File: config.mk
export PLATFORM = sky130hd
export DESIGN_NAME = nco_qmixer
export DESIGN_NICKNAME = d
export VERILOG_FILES = /design/src/rtl/nco_qmixer_pkg.sv /design/src/rtl/nco_qmixer_rsat.sv /design/src/rtl/nco_qmixer.sv
export SDC_FILE = /design/constraint.sdc
export NUM_CORES = 2
export LEC_CHECK = 0
export ABC_AREA = 1
export BUFFER_PORTS_ARGS = -buffer_cell sky130_fd_sc_hd__buf_2
export CORE_AREA = 2 2 311 313
export CTS_CLUSTER_SIZE = 40
export DETAILED_ROUTE_END_ITERATION = 10
export DIE_AREA = 0 0 313 315
export RECOVER_POWER = 50
export SYNTH_ARGS = -nofsm -noshare
export SYNTH_HDL_FRONTEND = slang
export SYNTH_SLANG_ARGS = --single-unit
File: constraint.sdc
create_clock -name clk -period 7.08 [get_ports clk]
set_input_delay 1.416 -clock clk [delete_from_list [all_inputs] [get_ports clk]]
set_output_delay 1.416 -clock clk [all_outputs]
set_load 0.01 [all_outputs]
File: src/rtl/nco_qmixer_pkg.sv
// rtl/nco_qmixer_pkg.sv - shared FSM state type and default widths for the quadrature mixer
package nco_qmixer_pkg;

    localparam int DEF_ADCW = 16;
    localparam int DEF_MPR  = 17;
    localparam int DEF_OW   = 24;

    typedef enum logic {
        WAIT_NCO = 1'b0,
        RUN      = 1'b1
    } state_t;

endpackage

File: src/rtl/nco_qmixer_rsat.sv
// rtl/nco_qmixer_rsat.sv - drop LSBs (round or truncate) and saturate one product; NCO_QMIXER_ROUND_EN selects rounding
module nco_qmixer_rsat #(
    parameter int PW = 33,
    parameter int OW = 24
) (
    input  logic signed [PW-1:0] prod,
    output logic signed [OW-1:0] y,
    output logic                 sat
);

    localparam int DROP = PW - 1 - OW;

`ifdef NCO_QMIXER_ROUND_EN
    localparam logic signed [PW:0] RND = (PW+1)'(1) << (DROP - 1);
`else
    localparam logic signed [PW:0] RND = '0;
`endif

    // One guard bit keeps the rounding add from wrapping at the top of the range.
    localparam logic signed [PW:0] SMAX = {{(PW+2-OW){1'b0}}, {(OW-1){1'b1}}};
    localparam logic signed [PW:0] SMIN = {{(PW+2-OW){1'b1}}, {(OW-1){1'b0}}};

    logic signed [PW:0] ext;
    logic signed [PW:0] shifted;

    assign ext     = {prod[PW-1], prod} + RND;
    assign shifted = ext >>> DROP;

    // Clamp the scaled value to the signed output range and flag when clamping happened
    always_comb begin
        sat = 1'b0;
        y   = shifted[OW-1:0];
        if (shifted > SMAX) begin
            sat = 1'b1;
            y   = {1'b0, {(OW-1){1'b1}}};
        end else if (shifted < SMIN) begin
            sat = 1'b1;
            y   = {1'b1, {(OW-1){1'b0}}};
        end
    end

endmodule

File: src/rtl/nco_qmixer.sv
// rtl/nco_qmixer.sv - 3-stage real-to-IQ mixer against an external NCO; rounding build via NCO_QMIXER_ROUND_EN
module nco_qmixer
    import nco_qmixer_pkg::*;
#(
    parameter int ADCW = DEF_ADCW,
    parameter int MPR  = DEF_MPR,
    parameter int OW   = DEF_OW
) (
    input  logic                   clk,
    input  logic                   reset,
    input  logic                   clken,
    input  logic signed [ADCW-1:0] adc_i,
    input  logic                   adc_valid,
    input  logic signed [MPR-1:0]  nco_sin,
    input  logic signed [MPR-1:0]  nco_cos,
    input  logic                   nco_valid,
    output logic signed [OW-1:0]   i_o,
    output logic signed [OW-1:0]   q_o,
    output logic                   out_valid,
    output logic                   ovf_o,
    input  logic                   ovf_clr
);

    localparam int PW = ADCW + MPR;

    state_t state;
    logic   v1;
    logic   v2;

    logic signed [ADCW-1:0] adc_r;
    logic signed [MPR-1:0]  cos_r;
    logic signed [MPR-1:0]  sin_r;
    logic signed [PW-1:0]   prod_i;
    logic signed [PW-1:0]   prod_q;

    logic signed [OW-1:0]   i_s;
    logic signed [OW-1:0]   q_s;
    logic                   sat_i;
    logic                   sat_q;

    logic accept;
    logic flush;

    assign accept = (state == RUN) && adc_valid;
    assign flush  = (state == RUN) && !nco_valid;

    // NCO-lock FSM and per-stage valid bits; losing the NCO flushes everything in flight
    always_ff @(posedge clk or posedge reset) begin
        if (reset) begin
            state     <= WAIT_NCO;
            v1        <= 1'b0;
            v2        <= 1'b0;
            out_valid <= 1'b0;
        end else if (clken) begin
            case (state)
                WAIT_NCO: if (nco_valid)  state <= RUN;
                RUN:      if (!nco_valid) state <= WAIT_NCO;
                default:                  state <= WAIT_NCO;
            endcase
            if (flush) begin
                v1        <= 1'b0;
                v2        <= 1'b0;
                out_valid <= 1'b0;
            end else begin
                v1        <= accept;
                v2        <= v1;
                out_valid <= v2;
            end
        end
    end

    // Stage 1: capture the accepted sample together with the NCO phase it pairs with
    always_ff @(posedge clk or posedge reset) begin
        if (reset) begin
            adc_r <= '0;
            cos_r <= '0;
            sin_r <= '0;
        end else if (clken && accept) begin
            adc_r <= adc_i;
            cos_r <= nco_cos;
            sin_r <= nco_sin;
        end
    end

    // Stage 2: full-precision products; Q carries the negated sine term
    always_ff @(posedge clk or posedge reset) begin
        if (reset) begin
            prod_i <= '0;
            prod_q <= '0;
        end else if (clken) begin
            prod_i <= PW'(adc_r) * PW'(cos_r);
            prod_q <= -(PW'(adc_r) * PW'(sin_r));
        end
    end

    nco_qmixer_rsat #(.PW(PW), .OW(OW)) u_rsat_i (
        .prod (prod_i),
        .y    (i_s),
        .sat  (sat_i)
    );

    nco_qmixer_rsat #(.PW(PW), .OW(OW)) u_rsat_q (
        .prod (prod_q),
        .y    (q_s),
        .sat  (sat_q)
    );

    // Stage 3: register scaled outputs only for valid samples so they hold between results
    always_ff @(posedge clk or posedge reset) begin
        if (reset) begin
            i_o <= '0;
            q_o <= '0;
        end else if (clken && v2 && !flush) begin
            i_o <= i_s;
            q_o <= q_s;
        end
    end

    // Sticky overflow: a new saturation wins over a coincident clear
    always_ff @(posedge clk or posedge reset) begin
        if (reset) begin
            ovf_o <= 1'b0;
        end else if (clken) begin
            ovf_o <= (v2 && !flush && (sat_i || sat_q)) || (ovf_o && !ovf_clr);
        end
    end

endmodule
# == Yosys cells after proc, flatten, opt, wreduce, memory -nomap -nowiden ==
# Index checks and enable logic that the tools add are counted.
# classes
addsub,1
mul,2
magnitude_cmp,4
n_mux,12
reduce_logical,13
# op_table
cell,n
$mux 24,4
$mul 16x17->33,2
$gt 25x24->1 const B,2
$lt 25x24->1 const B,2
$neg 33->33,1
$logic_and 1x1->1,8
$mux 1,8
$logic_not 1->1,3
$logic_or 1x1->1,2
# word_totals
register_bits,169
in_bits,56
output_inout_bits,50
elab_cells,44

# == Longest topological paths before layout ==
# depth
ltp_word,6
mapped_depth,29
depth_no_buf,27

# == By module ==
# A second synthesis with hierarchy kept.
# hier_totals
cells_unflattened,3741
hier_area_um2,29654.7
# by_module_without_submodules
mod,instances,cells_each,area_per_inst_um2,seq_area_each_um2
nco_qmixer,1,3581,28956.5,4229.1
nco_qmixer_rsat,2,80,349.1,0.0

# == Worst setup path before layout ==
# No wires, ideal clock.
# synth_timing
kind,reg-to-reg
startpoint,reg adc_r[2]
endpoint,reg prod_q[28]
setup_ps,118
arrival_time_ps,5707
required_ps,6962
slack_ps,1255
path_stages_with_launch,24
n_path_buf,2
period_less_slack_ps,5825
cell_sequence,dfrtp_1 > clkbuf_1 > clkbuf_1 > nand2_1 > fa_1 > inv_1 > fa_1 > inv_1 > fa_1 > inv_1 > fa_1 > inv_1 > fa_1 > fa_1 > ha_1 > nand2_1 > nor2_1 > nand2_1 > nor4_1 > nand2_1 > nand2_1 > nand2_1 > nand3_1 > nand2_1
# synth_between
elab_chain_cells,2
# synth_lines
item,line,rtl
"start, declared",nco_qmixer.sv:30,logic signed [ADCW-1:0] adc_r;
"start signal, assigned",nco_qmixer.sv:79,adc_r <= adc_i;
$mul 16x17->33,nco_qmixer.sv:92,prod_q <= -(PW'(adc_r) * PW'(sin_r));
$neg 33->33,nco_qmixer.sv:92,
"end signal, assigned",nco_qmixer.sv:92,
"end, declared",nco_qmixer.sv:34,logic signed [PW-1:0] prod_q;
# Every way passes these cells.
# A chain may end at the register's enable or synchronous reset.

# == Worst setup path in the final report ==
# layout_timing
startpoint,reg adc_r[9]
endpoint,reg prod_i[16]
# layout_between
elab_chain_cells,1
# layout_lines
item,line,rtl
$mul 16x17->33,nco_qmixer.sv:91,prod_i <= PW'(adc_r) * PW'(cos_r);
"end signal, assigned",nco_qmixer.sv:91,
"end, declared",nco_qmixer.sv:33,logic signed [PW-1:0] prod_i;
# Every way passes these cells.

==> load_flow_metrics.sql <==
INSERT INTO impl_metrics (metric_group, metric, value, unit) VALUES
('drt', 'drt_pass1_iterations', '6', ''),
('clocking', 'clock_tree_from_tritoncts', 'built', ''),
('clocking', 'clk_sinks', '153', ''),
('layout', 'postLayoutCoreUtil', '32.1', '%'),
('layout', 'drive_above_1_share', '6.19', '%'),
('die', 'io-pin-count', '106', ''),
('setup_path', 'critical_path_required', '7.43', 'ns'),
('yosys', 'syn-cell-area', '28400', 'um^2'),
('timing', 'total_negative_setup_slacks', '0', 'ns'),
('yosys', 'yosys_most_used_dff', 'sky130_fd_sc_hd__dfrtp_1', ''),
('timing', 'setup_viol', '0', ''),
('timing', 'final.hold.worst_slack', '0.482', 'ns'),
('die', 'initial_core_util', '29.7', '%'),
('layout', 'layout_common_cells', 'sky130_fd_sc_hd__inv_1, sky130_fd_sc_hd__nand2_1, sky130_fd_sc_hd__fa_1, sky130_fd_sc_hd__ha_1, sky130_fd_sc_hd__nor2_1', ''),
('drt', 'drtAntennaViolNets', '0', ''),
('outcome', 'run_status', 'finished, violations left', ''),
('timing', 'clock_skew', '0.0160', 'ns'),
('layout', 'design.final.nets', '4359', ''),
('grt', 'globalRouteTotalUtil', '16.5', '%'),
('drt', 'drt_drc_violations_left', '0', ''),
('die', 'design.die.area', '98600', 'um^2'),
('grt', 'grt_max_degree', '62', ''),
('timing', 'rsz_0062_raised_after_global_routing', 'no', ''),
('job', 'drv.max_cap_violation_count', '4', ''),
('clocking', 'cts_buffer_depth', '2', ''),
('setup_path', 'critical_path.startpoint', 'adc_r[9]', ''),
('drt', 'vias_per_cell', '4.51', ''),
('yosys', 'yosys_register_bits', '153', ''),
('die', 'die_h', '315', 'um'),
('clocking', 'cts_hold_buffers', '0', ''),
('hold_path', 'timing.hold.worst.class', 'reg2reg', ''),
('clocking', 'ctsResizeCount', '0', ''),
('yosys', 'synth_async_sr_flop_share', '100', '%'),
('setup_path', 'critical_path_peak_fanout', '18', ''),
('drt', 'drt-total-wl', '77700', 'um'),
('setup_path', 'timing.setup.critical_path_class', 'reg2reg', ''),
('timing', 'max_slew.worst_pin.slew', '3.60', 'ns'),
('timing', 'share_of_the_clock_period_used_by_the_worst_path', '89.4', '%'),
('grt', 'met1_usage', '24.6', '%'),
('die', 'die_x_extent', '313', 'um'),
('clocking', 'root_buffer', 'sky130_fd_sc_hd__clkbuf_16', ''),
('clocking', 'cts_post_setup_buffers_inserted', '0', ''),
('grt', 'grt-ovfl-total', '0', ''),
('drt', 'wire_per_inst', '16.0', 'um'),
('yosys', 'synth.avg_cell_area', '7.91', 'um^2'),
('grt', 'grt.met2_usage', '25.2', '%'),
('die', 'placement_rows', '114', ''),
('timing', 'maxSlewHeadroom', '-140', '%'),
('timing', 'min_period', '6.33', 'ns'),
('clocking', 'worstSkewPairLatency', '0.51', 'ns'),
('yosys', 'ys_seq_area_share', '13.5', '%'),
('setup_path', 'r2r_setup_slack', '0.75', 'ns'),
('drt', 'drt_iter0_markers', '1404', ''),
('setup_path', 'critPathArrivalTime', '6.68', 'ns'),
('clocking', 'cts-buffers-inserted', '17', ''),
('layout', 'mostFrequentLayoutCell', 'sky130_fd_sc_hd__inv_1', ''),
('timing', 'drv_slew', '211', ''),
('outcome', 'failed_checks', 'max-capacitance violations, max-slew violations', ''),
('placed_design', 'dp_hpwl', '62100', 'um'),
('hold_path', 'min-delay-start', 'q_o[23]', ''),
('yosys', 'synth_enable_flop_cells', '0', ''),
('timing', 'fmax', '0.158', 'GHz'),
('setup_path', 'rr_worst_depth', '20', ''),
('setup_path', 'timing.rr.start', 'adc_r[9]', ''),
('yosys', 'syn-num-nets', '4379', ''),
('setup_path', 'worst_r2r_endpoint', 'prod_i[16]', ''),
('hold_path', 'holdPathEnd', 'q_o[23]', ''),
('grt', 'grt_antenna_before_repair', '12', ''),
('grt', 'grt_pass1_wl', '128000', 'um'),
('placed_design', 'port-buffer-count', '105', ''),
('grt', 'groute.layer.met3.usage', '2.42', '%');
[metal layers]
metal | wire, um | part of all wire, %
met5 | 131 | 0.17
met4 | 983 | 1.3
met3 | 4500 | 5.8
met2 | 33700 | 43
met1 | 38400 | 49
[critical path, stage by stage (launching register included)]
cell	delay [ns]
sky130_fd_sc_hd__dfrtp_1	0.90
sky130_fd_sc_hd__buf_4	0.38
sky130_fd_sc_hd__nand2_1	0.11
sky130_fd_sc_hd__fa_1	0.51
sky130_fd_sc_hd__inv_1	0.05
sky130_fd_sc_hd__fa_1	0.49
sky130_fd_sc_hd__inv_1	0.07
sky130_fd_sc_hd__fa_1	0.54
sky130_fd_sc_hd__inv_1	0.05
sky130_fd_sc_hd__fa_1	0.39
sky130_fd_sc_hd__fa_1	0.52
sky130_fd_sc_hd__inv_1	0.05
sky130_fd_sc_hd__fa_1	0.47
sky130_fd_sc_hd__inv_1	0.05
sky130_fd_sc_hd__ha_1	0.37
sky130_fd_sc_hd__a21oi_1	0.21
sky130_fd_sc_hd__o21ai_0	0.18
sky130_fd_sc_hd__a21oi_1	0.32
sky130_fd_sc_hd__nand2_2	0.15
sky130_fd_sc_hd__xnor2_1	0.27
sky130_fd_sc_hd__o21ai_1	0.08
[synthesized netlist by cell type (2+ instances only)]
| library cell | number | area [um^2] |
|---|---|---|
| sky130_fd_sc_hd__ha_1 | 183 | 2290 |
| sky130_fd_sc_hd__o21bai_1 | 6 | 45.0 |
| sky130_fd_sc_hd__xor2_1 | 10 | 87.6 |
| sky130_fd_sc_hd__or2_2 | 8 | 50.1 |
| sky130_fd_sc_hd__fa_1 | 546 | 10900 |
| sky130_fd_sc_hd__buf_2 | 22 | 110 |
| sky130_fd_sc_hd__nand2_1 | 930 | 3490 |
| sky130_fd_sc_hd__a31oi_1 | 54 | 338 |
| sky130_fd_sc_hd__nor4_1 | 5 | 31.3 |
| sky130_fd_sc_hd__a21oi_1 | 72 | 360 |
| sky130_fd_sc_hd__o21ai_0 | 92 | 460 |
| sky130_fd_sc_hd__nor3b_2 | 2 | 25.0 |
| sky130_fd_sc_hd__nor2_2 | 2 | 12.5 |
| sky130_fd_sc_hd__clkbuf_1 | 147 | 552 |
| sky130_fd_sc_hd__nor3_1 | 2 | 10.0 |
| sky130_fd_sc_hd__nor2_1 | 173 | 649 |
| sky130_fd_sc_hd__inv_1 | 985 | 3700 |
| sky130_fd_sc_hd__xnor2_1 | 16 | 140 |
| sky130_fd_sc_hd__o22ai_1 | 3 | 18.8 |
| sky130_fd_sc_hd__o21ai_1 | 7 | 35.0 |
| sky130_fd_sc_hd__nand4_1 | 11 | 68.8 |
| sky130_fd_sc_hd__nor3_2 | 5 | 50.1 |
| sky130_fd_sc_hd__nand3b_1 | 7 | 52.6 |
| sky130_fd_sc_hd__mux2_2 | 47 | 529 |
| sky130_fd_sc_hd__inv_2 | 2 | 7.51 |
| sky130_fd_sc_hd__dfrtp_1 | 153 | 3830 |
| sky130_fd_sc_hd__nand2_2 | 8 | 50.1 |
| sky130_fd_sc_hd__nand3_1 | 88 | 440 |
[area by class of cell]
class / count / area [um^2] / area share [%]
multi-input combinational: 2284 / 20200 / 65.9
sequential: 153 / 3830 / 12.5
inverter: 987 / 3710 / 12.1
tap: 1276 / 1600 / 5.20
timing repair buffer: 131 / 682 / 2.22
clock buffer: 17 / 425 / 1.39
clock inverter: 15 / 208 / 0.677
antenna: 2 / 5.00 / 0.0163
[how the worst max path moves through the flow]
stage / end / slack [ns] / cells after the start
after floorplan: prod_q[28] / 1.26 / 23
after global routing: prod_i[20] / 0.36 / 23
after detailed placement: prod_i[16] / 0.74 / 20
final: prod_i[16] / 0.75 / 20
after CTS: prod_i[16] / 0.72 / 20
after global placement: prod_i[16] / 0.75 / 20
[flip-flops by register name, summed over array words and instances, names as in the netlist, 16 cells and up]
register and count:
q_o 24, cos_r 17, sin_r 17, adc_r 16, prod_i 25, prod_q 25, i_o 24
[metrics by stage]
stage / setup WS, ns / instances / cell area, um^2
2_1_floorplan: 1.26 / 3594 / 28400
3_3_place_gp: 0.754 / 4831 / 30100
3_5_place_dp: 0.744 / 4831 / 30100
4_1_cts: 0.720 / 4863 / 30700
5_1_grt: 0.365 / 4865 / 30700
6_report: 0.747 / 4865 / 30700
[cell families (layout without fill, tap and decap cells)]
family / after synthesis / after routing / share of synthesized area (%)
adders and majority gates: 729 / 729 / 46.5
muxes: 47 / 47 / 1.86
other: 0 / 2 / 0
xor gates and xnor gates: 26 / 26 / 0.801
DFF: 153 / 153 / 13.5
and+or+nand+nor: 1245 / 1245 / 17.4
AOI/OAI and AO/OA: 237 / 237 / 4.52
buffers and inverters: 1157 / 1150 / 15.4
Power is not shown: default switching activity piles up to over one toggle a cycle in this logic, so the estimate is an artifact.
